$ cat src/rtl/leq.sv
// One non-root level of a pipelined heap: reads its own node plus both children,
// then writes the node back and hands an item/position to the next level down.
package pq_pkg;
  typedef struct packed {
    logic [7:0] key;
    logic [7:0] value;
  } kv_t;

  localparam kv_t KV_EMPTY = '{key: 8'hFF, value: 8'h00};
endpackage

package pheapTypes;
  localparam int LEVELS = 3;
  localparam int CW = $clog2(2 ** LEVELS);

  typedef struct packed {
    logic            valid;
    logic [CW-1:0]   cap;
    pq_pkg::kv_t     kv;
  } entry_t;

  typedef enum logic [1:0] {FREE, LEQ, DEQ, ENQ_DEQ} opcode_t;
  typedef enum logic [1:0] {IDLE, BUSY, DONE, NEXT_LEVEL} done_t;
endpackage

module leq #(
  parameter int LEVEL  = 2,
  parameter int LEVELS = pheapTypes::LEVELS
) (
  input  logic                  clk,
  input  logic                  rst,
  input  logic                  start,
  input  logic [LEVEL-2:0]      startPos,
  input  pq_pkg::kv_t           in,
  input  pheapTypes::opcode_t   op,
  input  pheapTypes::entry_t    rTop,
  input  pheapTypes::entry_t    rBotL,
  input  pheapTypes::entry_t    rBotR,
  output logic [LEVEL-2:0]      raddrTop,
  output logic [LEVEL-2:0]      wraddrTop,
  output logic [LEVEL-1:0]      raddrBot,
  output logic                  wenTop,
  output pheapTypes::entry_t    wData,
  output logic                  active,
  output pheapTypes::done_t     done,
  output pq_pkg::kv_t           out,
  output logic [LEVEL-1:0]      endPos
);
  localparam int CW = $clog2(2 ** LEVELS);

  typedef enum logic {S_IDLE, S_EVAL} state_t;

  state_t              state_reg, state_next;
  pheapTypes::opcode_t op_reg;
  pq_pkg::kv_t         in_reg;
  logic [LEVEL-2:0]    pos_reg;

  logic                keep_in;
  logic                any_child;
  logic                pick_r;
  pq_pkg::kv_t         child_kv;
  logic [CW-1:0]       cap_dn, cap_up;

  always_ff @(posedge clk) begin
    if (rst) begin
      state_reg <= S_IDLE;
      op_reg    <= pheapTypes::FREE;
      in_reg    <= pq_pkg::KV_EMPTY;
      pos_reg   <= '0;
    end else begin
      state_reg <= state_next;
      if (state_reg == S_IDLE && start) begin
        op_reg  <= op;
        in_reg  <= in;
        pos_reg <= startPos;
      end
    end
  end

  // Tie on insert keeps the resident item; tie between children picks left.
  assign keep_in   = in_reg.key < rTop.kv.key;
  assign any_child = rBotL.valid || rBotR.valid;
  assign pick_r    = rBotR.valid && (!rBotL.valid || (rBotR.kv.key < rBotL.kv.key));
  assign child_kv  = pick_r ? rBotR.kv : rBotL.kv;
  assign cap_dn    = rTop.cap - CW'(1);
  assign cap_up    = rTop.cap + CW'(1);

  always_comb begin
    state_next = state_reg;
    raddrTop   = startPos;
    raddrBot   = {startPos, 1'b0};
    wraddrTop  = pos_reg;
    wenTop     = 1'b0;
    wData      = rTop;
    active     = 1'b0;
    done       = pheapTypes::IDLE;
    out        = pq_pkg::KV_EMPTY;
    endPos     = '0;

    unique case (state_reg)
      S_IDLE: begin
        if (start) begin
          state_next = S_EVAL;
          active     = 1'b1;
          done       = pheapTypes::BUSY;
        end
      end
      S_EVAL: begin
        state_next = S_IDLE;
        raddrTop   = pos_reg;
        raddrBot   = {pos_reg, 1'b0};
        active     = 1'b1;
        wenTop     = !rst;
        done       = pheapTypes::DONE;
        unique case (op_reg)
          pheapTypes::FREE: wenTop = 1'b0;
          pheapTypes::LEQ: begin
            if (!rTop.valid) begin
              wData = {1'b1, cap_dn, in_reg};
            end else begin
              wData = {1'b1, cap_dn, keep_in ? in_reg : rTop.kv};
              // Larger item descends into whichever subtree still has room.
              if (rBotL.cap != '0 || rBotR.cap != '0) begin
                out    = keep_in ? rTop.kv : in_reg;
                endPos = {pos_reg, (rBotL.cap == '0)};
                done   = pheapTypes::NEXT_LEVEL;
              end
            end
          end
          pheapTypes::DEQ: begin
            if (any_child) begin
              wData  = {1'b1, cap_up, child_kv};
              endPos = {pos_reg, pick_r};
              done   = pheapTypes::NEXT_LEVEL;
            end else begin
              wData = {1'b0, cap_up, pq_pkg::KV_EMPTY};
            end
          end
          pheapTypes::ENQ_DEQ: begin
            if (!any_child || in_reg.key <= child_kv.key) begin
              wData = {1'b1, rTop.cap, in_reg};
            end else begin
              wData  = {1'b1, rTop.cap, child_kv};
              out    = in_reg;
              endPos = {pos_reg, pick_r};
              done   = pheapTypes::NEXT_LEVEL;
            end
          end
        endcase
      end
    endcase
  end
endmodule

$ cat config.mk
export PLATFORM = sky130hd
export DESIGN_NAME = leq
export DESIGN_NICKNAME = d
export VERILOG_FILES = /design/src/rtl/leq.sv
export SDC_FILE = /design/constraint.sdc
export NUM_CORES = 1
export LEC_CHECK = 0
export BUFFER_PORTS_ARGS = -buffer_cell sky130_fd_sc_hd__buf_2
export CAP_MARGIN = 20
export CORE_AREA = 4 4 80 89
export CTS_BUF_LIST = sky130_fd_sc_hd__clkbuf_16
export DETAILED_ROUTE_END_ITERATION = 10
export DIE_AREA = 0 0 84 93
export GPL_ROUTABILITY_DRIVEN = 0
export GPL_TIMING_DRIVEN = 0
export HOLD_SLACK_MARGIN = 0.08
export PLACE_DENSITY = 0.74
export SLEW_MARGIN = 20
export SYNTH_ARGS = -nofsm -noshare
export SYNTH_HDL_FRONTEND = slang
export SYNTH_SLANG_ARGS = --single-unit
$ cat constraint.sdc
create_clock -name clk -period 3.53 [get_ports clk]
set_input_delay 0.1765 -clock clk [delete_from_list [all_inputs] [get_ports clk]]
set_output_delay 0.1765 -clock clk [all_outputs]
set_load 0.005 [all_outputs]
# Word level (Yosys, flattened, before mapping)
# Index checks and enable logic that the tools add are counted.
dict set report totals {
  elab_cells 60
  regBits 20
}
dict set report op_classes {
  mux 33
  n_eq_ne 3
  order_cmp 3
  reduce_logical 13
  addsub 2
  bitwise_logic 1
}
# op n
set op_table {}
lappend op_table {{two-way mux 16 bit} 9}
lappend op_table {{one-hot mux 20 bit (3 select lines)} 1}
lappend op_table {{two-way mux 20 bit} 2}
lappend op_table {{one-hot mux 16 bit (2 select lines)} 1}
lappend op_table {{less-than comparator 8 bit} 2}
lappend op_table {{two-way mux 2 bit} 6}
lappend op_table {{two-way mux 1 bit} 9}
lappend op_table {{<= comparator 8 bit} 1}
lappend op_table {{one-hot mux 2 bit (3 select lines)} 1}
lappend op_table {{nonzero test 3 bit} 2}
lappend op_table {{equality test 2 bit, second input constant} 2}
lappend op_table {{logical OR 1 bit} 4}
lappend op_table {{one-hot mux 1 bit (2 select lines)} 2}
lappend op_table {{one-hot mux 2 bit (2 select lines)} 1}
lappend op_table {{adder 3 x 1 -> 3 bit, second input constant} 1}
lappend op_table {{zero test 1 bit} 3}
lappend op_table {{zero test 3 bit} 1}
lappend op_table {{one-hot mux 1 bit (3 select lines)} 1}
lappend op_table {{subtractor 3 x 1 -> 3 bit, second input constant} 1}
lappend op_table {{equality test 2 x 1 -> 1 bit, second input constant} 1}
lappend op_table {{logical AND 1 bit} 2}
lappend op_table {{zero test 2 bit} 1}
lappend op_table {{inverter 1 bit} 1}

# Depth between registers and ports, before layout
# Gate-level depths: netlist (run 1).
dict set report depth {
  ltp_word 9
  depth_mapped 18
}

# Least setup slack after synthesis (run 1)
# No wires, ideal clock.
dict set report synth_path {
  path_type {input -> output}
  startpoint {in rBotL[10] (netlist name)}
  endpoint {out wData[14] (netlist name)}
  n_path_buf 3
  stages 16
  arrival_time_ns 3.361
  path_slack_ns -0.007
  required_ns 3.354
  cell_sequence {inv_1 ha_1 a211oi_1 o21ai_1 a21oi_2 buf_6 buf_1 mux2i_1 inv_1 ha_1 inv_1 nor2_1 o41a_1 buf_6 or4_1 o311ai_1}
}
# element line_no
set synth_lines {}
lappend synth_lines {{start: declaration} 37} ;# input pheapTypes::entry_t rBotL,
lappend synth_lines {{end: declaration} 43} ;# output pheapTypes::entry_t wData,

==> metrics.csv, run 1 <==
stage,metric,value,unit
power,leakage,1.88,nW
place,pre_cts_ws,-0.741,ns
logic_synthesis,yosysMostFrequentCell,nand2_1,
grt,grt_pass1_vias,3327,
logic_synthesis,synth_nets,465,
grt,grt-ovfl-total,0,
setup_path,timing.critical_path.mode_cell,buf_2,
final_layout,multiInputGateArea,0.00230,mm²
final_layout,syn2layout_area_growth,61.5,%
timing,worst_slew_pin_slew,0.794,ns
logic_synthesis,ys_top_cells_by_area,"dfxtp_1 16%, ha_1 9.8%, nand2_1 8.6%, a21oi_1 6.5%, inv_1 4.9%",
final_layout,layout.nets,627,
die,start_util,0.413,
final_layout,fin_util,0.667,
power,finalPower,1.08,mW
clocking,clk_latency,0.25,ns
timing,max-slew-margin-rel,0.465,
setup_path,cp.arrival,3.51,ns
clocking,cts_tree,yes,
drt,wire_per_inst,17.4,µm
clocking,hold_buffers,0,
die,coreArea,0.00616,mm²
job,max_cap_violations,0,
setup_path,path_class,input port to output pin,
final_layout,num_antenna_cells,0,
logic_synthesis,netlist_area,0.00254,mm²
final_layout,instances_no_fill,603,
timing,hold_viol,0,
timing,layout_setup_ws,-0.157,ns
drt,totalWireLength,10500,µm
setup_path,cp_slowest_cell,a311oi_2,
clocking,clkTransAtPathRegs,0.06,ns
power,p_per_area,263,mW/mm²
place,hpwl,7590,µm
timing,drv_slew,0,
die,die_area,0.00781,mm²
logic_synthesis,yosysTopAreaCellShare,0.157,
setup_path,cpPeakStageDelay,0.34,ns
grt,use_met1,0.299,
logic_synthesis,ys_seq_elements,20,
clocking,cts_buffers,3,
logic_synthesis,yosys.area.top_type,dfxtp_1,
setup_path,critPathBufInv,6,
power,ir_drop,0.306,mV
timing,clock_skew,0.00601,ns
grt,grt-busiest-layer,met2,
final_layout,regArea,400,µm²
die,die_h,93,µm
final_layout,largest_reg_flops,16,
logic_synthesis,ys_seq_area_frac,0.157,
die,chipWidth,84,µm
place,dp.cells,568,
final_layout,fillers,514,
drt,drt-vias-per-instance,5.80,
drt,drtPass1Iterations,5,
drt,drtIter0Drc,339,
die,ios,128,
die,fp-row-count,30,
grt,grt_pass1_wl,15800,µm
logic_synthesis,synth_warnings,0,
clocking,cts.sinks,20,
grt,grt_max_degree,13,
drt,vias,3500,
hold_path,hold_class,input port to flip-flop,
setup_path,critical_path.cell_chain,buf_2 > inv_2 > ha_4 > o211ai_1 > nor2_1 > a21oi_2 > buf_2 > nor2_1 > a21oi_2 > ha_1 > and3_4 > and3_1 > a311oi_2 > o41a_1 > buf_6 > o311ai_4 > buf_12 > o221ai_2 > buf_2,
timing,hold_slack,0.128,ns
clocking,cts_max_path_buffers,2,
setup_path,crit_fanout,8,
grt,antenna_found_initial,0,
logic_synthesis,synth_ff_type,dfxtp_1,
setup_path,critPathTopFamily,compound AO/OA/AOI/OAI gates,
timing,min_period_over_period,1.04,
timing,period_minus_slack,3.69,ns
clocking,htreeDepth,1,
logic_synthesis,synth_cell_types,56,
drt,drc,0,
timing,setup_viol_count_final,30,
logic_synthesis,syn_avg_cell_area,7.03,µm²
logic_synthesis,synth_edf_count,0,
grt,met3_usage,0.0379,
run_status,violations,setup timing,
clocking,clockRootBuffer,clkbuf_16,
place,portBuffers,126,
setup_path,cp.required,3.35,ns
timing,rsz0062_at_grt,yes,
logic_synthesis,netlist_top_cells_count,"58 x nand2_1, 33 x a21oi_1, 33 x inv_1",
run_status,outcome,finished with violations,
grt,gr-usage-all-layers,0.245,
final_layout,drive_gt1_frac,0.468,
setup_path,end_kind,output pin,
logic_synthesis,async_reset_ff_frac,0,
grt,grtUsageMet2,0.430,
timing,clock.fmax,271,MHz
setup_path,crit_path_start_kind,input port,
logic_synthesis,syn_inst,362,
drt,final_antenna_net_count,0,
-- per-stage QoR --
| stage | TNS [ns] | cell area, µm² |
|---|---|---|
| 5_1_grt | -6.61 | 4110 |
| 2_1_floorplan | 0 | 2540 |
| 4_1_cts | -1.92 | 3750 |
| 3_5_place_dp | -16.15 | 3280 |
| 6_report | -2.72 | 4110 |
| 3_3_place_gp | -14.17 | 3280 |
-- what timing repair did --
item | in CTS | in global routing
setup endpoints to repair | 35 | 35
gates cloned | 3 | 0
pin swaps | 24 | 15
resized for setup | 53 | 50
hold endpoints to repair | 0 | 0
setup buffers | 14 | 14
-- logic make-up (layout without fill, tap and decap cells) --
| group | Yosys count | count (layout) | synth area share |
|---|---|---|---|
| adder cells (fa/ha/maj) | 21 | 21 | 0.106 |
| AND/OR/NAND/NOR | 124 | 124 | 0.226 |
| multiplexers | 15 | 15 | 0.0698 |
| AO/OA/AOI/OAI | 120 | 120 | 0.328 |
| flip-flops | 20 | 20 | 0.157 |
| buffers and inverters | 57 | 218 | 0.0979 |
| other | 1 | 1 | 0.00147 |
| XOR/XNOR | 4 | 4 | 0.0138 |
-- per-layer routing --
| metal | share of wire | routed length (µm) |
|---|---|---|
| met1 | 0.39 | 4080 |
| met2 | 0.50 | 5200 |
| met3 | 0.072 | 757 |
| met4 | 0.041 | 427 |
| met5 | 0 | 0 |
-- final cells by class --
cell class / instances / share of cell area
multi-input cells: 285 / 0.560
repair buffers: 157 / 0.227
flip-flops and latches: 20 / 0.0974
plain buffers: 24 / 0.0353
inverters: 33 / 0.0308
well taps: 80 / 0.0244
clock buffers: 3 / 0.0183
clock inverters: 1 / 0.00731
-- where the power goes --
| group | total [mW] | switching [mW] | internal, mW |
|---|---|---|---|
| Combinational | 0.513 | 0.264 | 0.248 |
| Clock | 0.307 | 0.0824 | 0.225 |
| Sequential | 0.260 | 0.0193 | 0.241 |
-- cells in the final DEF (no fill, tap or decap), types with 5 or more instances in the layout --
cell,n
buf_6,7
buf_4,28
nand2b_1,6
nor2b_1,6
nand3b_1,5
dfxtp_1,20
a21oi_2,6
inv_2,6
ha_4,6
buf_2,124
clkbuf_1,14
o21ai_2,7
o21ai_0,17
o221ai_2,10
ha_1,13
nor2_1,24
a21oi_1,27
o211ai_1,5
a2bb2oi_2,5
inv_1,26
nand2_1,58
mux2i_1,8
-- worst min-delay path, delay by kind of cell --
kind	cells	cell delay (ns)
AND/OR/NAND/NOR	2	0.10
buffers and inverters	1	0.07
-- worst paths after layout --
check,endpoint,start,cells after the start,slack [ns]
hold / removal,in_reg[13]$_SDFFE_PP1P_,in[13],3,0.13
hold reg to reg,in_reg[0]$_SDFFE_PP0P_,in_reg[0]$_SDFFE_PP0P_,2,0.46
setup reg to reg,in_reg[15]$_SDFFE_PP1P_,state_reg$_SDFF_PP0_,6,1.58
setup / recovery,wData[1],rBotL[11],19,-0.16
Power figures use the tool's default switching activity.
==> run 2, diff against run 1 <==
- HOLD_SLACK_MARGIN: 0.08 -> unset
- clock period: 3.53 -> 3.1 ns (I/O delays scaled with it)
==> run 2 against run 1 <==
Effect of this change: the flow still finishes with violations (setup timing); worst setup slack lost 0.38 ns; die area unchanged; hold slack got worse by 0.016 ns; design area rose by 0.91%; first-iteration DRC count is 13% lower; register-to-register slack lost 0.38 ns; flip-flop and latch count unchanged; sequential share of layout area is 0.088 points lower; critical path type unchanged; critical endpoint is now wData[2]; sequential power rose by 15%; non-clock buffer count shrank 2; final cell count is 0.33% lower.
==> metrics.csv, run 2 (synthesis gave the netlist of run 1 again) <==
stage,metric,value,unit
final_layout,multiInputGateArea,0.00231,mm²
timing,clock.fmax,275,MHz
setup_path,crit_fanout,8,
setup_path,startpoint,rBotR[10],
setup_path,r2r_slack,1.20,ns
die,chipWidth,84,µm
final_layout,final_area,0.00415,mm²
setup_path,crit_end,wData[2],
run_status,violations,setup timing,
final_layout,num_antenna_cells,0,
setup_path,cp.arrival,3.48,ns
timing,period_minus_slack,3.64,ns
timing,clock_skew,0.00162,ns
drt,totalWireLength,11000,µm
clocking,cts.sinks,20,
drt,drtIter0Drc,294,
timing,hold_slack,0.113,ns
setup_path,rr_startpoint,state_reg$_SDFF_PP0_,
drt,drtPass1Iterations,5,
drt,wire_per_inst,18.3,µm
job,max_cap_violations,0,
setup_path,end_kind,output pin,
die,coreArea,0.00616,mm²
power,p_per_area,299,mW/mm²
clocking,clk_latency,0.25,ns
grt,antenna_found_initial,0,
final_layout,largest_reg_flops,16,
timing,layout_setup_ws,-0.539,ns
die,fp-row-count,30,
die,die_h,93,µm
grt,grt-ovfl-total,0,
die,die_area,0.00781,mm²
clocking,cts_buffers,3,
grt,grt_pass1_vias,3423,
place,dpl_cell_area,0.00343,mm²
grt,grt_pass1_wl,16200,µm
final_layout,mostFrequentLayoutCell,buf_2,
drt,vias,3531,
drt,final_antenna_net_count,0,
final_layout,syn2layout_area_growth,63.0,%
timing,rsz0062_at_grt,yes,
final_layout,regArea,400,µm²
timing,drv_slew,0,
timing,setup_viol_count_final,35,
grt,gr-usage-all-layers,0.255,
clocking,cts_max_path_buffers,2,
die,start_util,0.413,
clocking,clockRootBuffer,clkbuf_16,
power,leakage,1.86,nW
power,ir_drop,0.369,mV
clocking,clkTransAtPathRegs,0.06,ns
timing,hold_viol,0,
grt,grt_max_degree,13,
run_status,outcome,finished with violations,
hold_path,hold_class,input port to flip-flop,
setup_path,r2r-end,in_reg[15]$_SDFFE_PP1P_,
setup_path,rr_worst_depth,6,
place,hpwl,7650,µm
drt,drt-vias-per-instance,5.88,
clocking,cts_tree,yes,
final_layout,fillers,502,
clocking,hold_buffers,0,
drt,drc,0,
place,portBuffers,126,
final_layout,final_cell_mix,"117 x buf_2, 58 x nand2_1, 28 x buf_4, 26 x nor2_1, 26 x a21oi_1",
die,ios,128,
timing,max-slew-margin-rel,0.530,
clocking,htreeDepth,1,
setup_path,path_class,input port to output pin,
final_layout,layout.nets,625,
timing,min_period_over_period,1.17,
setup_path,crit_path_start_kind,input port,
setup_path,cp.required,2.94,ns
timing,worst_slew_pin_slew,0.697,ns
final_layout,drive_gt1_frac,0.451,
run 2: final cells by class:
class / count / share of cell area
buffer: 24 / 0.0359
clock buffer: 3 / 0.0181
clock inverter: 1 / 0.00724
inverter: 33 / 0.0317
multi-input combinational: 285 / 0.557
sequential: 20 / 0.0966
tap: 80 / 0.0241
timing repair buffer: 155 / 0.230
run 2: what timing repair did:
item                       in CTS  in global routing
setup endpoints to repair      35                 35
buffers inserted               22                  5
gates cloned                    3                  0
pin swaps                      18                 18
resized for setup              60                 17
run 2: critical path, cell delays in order:
cell	delay (ns)
buf_8	0.10
ha_4	0.24
a211oi_2	0.20
o21ai_1	0.11
a21oi_2	0.14
buf_4	0.15
buf_8	0.13
nor2_4	0.04
a21oi_4	0.15
ha_4	0.22
a21o_1	0.15
a21o_1	0.16
a21oi_2	0.16
nor2b_2	0.06
a311oi_2	0.29
o41a_1	0.28
buf_6	0.16
o311ai_4	0.09
buf_12	0.17
o221ai_2	0.17
buf_2	0.15
run 2: worst min path at each step:
stage | start | end | cells after the start
6_report | in[13] | in_reg[13]$_SDFFE_PP1P_ | 3
3_3_place_gp | in[13] | in_reg[13]$_SDFFE_PP1P_ | 3
2_1_floorplan | rst | in_reg[14]$_SDFFE_PP1P_ | 1
5_1_grt | in[15] | in_reg[15]$_SDFFE_PP1P_ | 2
4_1_cts | in[13] | in_reg[13]$_SDFFE_PP1P_ | 3
3_5_place_dp | in[14] | in_reg[14]$_SDFFE_PP1P_ | 2
run 2: power breakdown:
group          switching (mW)  internal (mW)
sequential             0.0247          0.275
clock                  0.0959          0.256
combinational           0.306          0.284
run 2: routing by layer:
layer | up-vias | routed length [µm] | GRT usage
met1 | 1649 | 4360 | 0.306
met3 | 47 | 740 | 0.0476
met5 | - | 0 | 0
met2 | 215 | 5400 | 0.441
met4 | 0 | 482 | 0.113
li1 | 1620 | - | -
run 2: per-stage QoR:
step	setup TNS, ns	power (mW)	std cells	setup slack [ns]	util
global placement	-18.91	0.720	568	-0.678	0.557
finish	-16.50	1.24	601	-0.539	0.674
detailed placement	-21.11	0.734	568	-0.748	0.557
CTS	-9.74	1.18	597	-0.381	0.649
global route	-21.92	1.30	601	-0.719	0.674
floorplan	-0.232	0.571	362	-0.0453	-
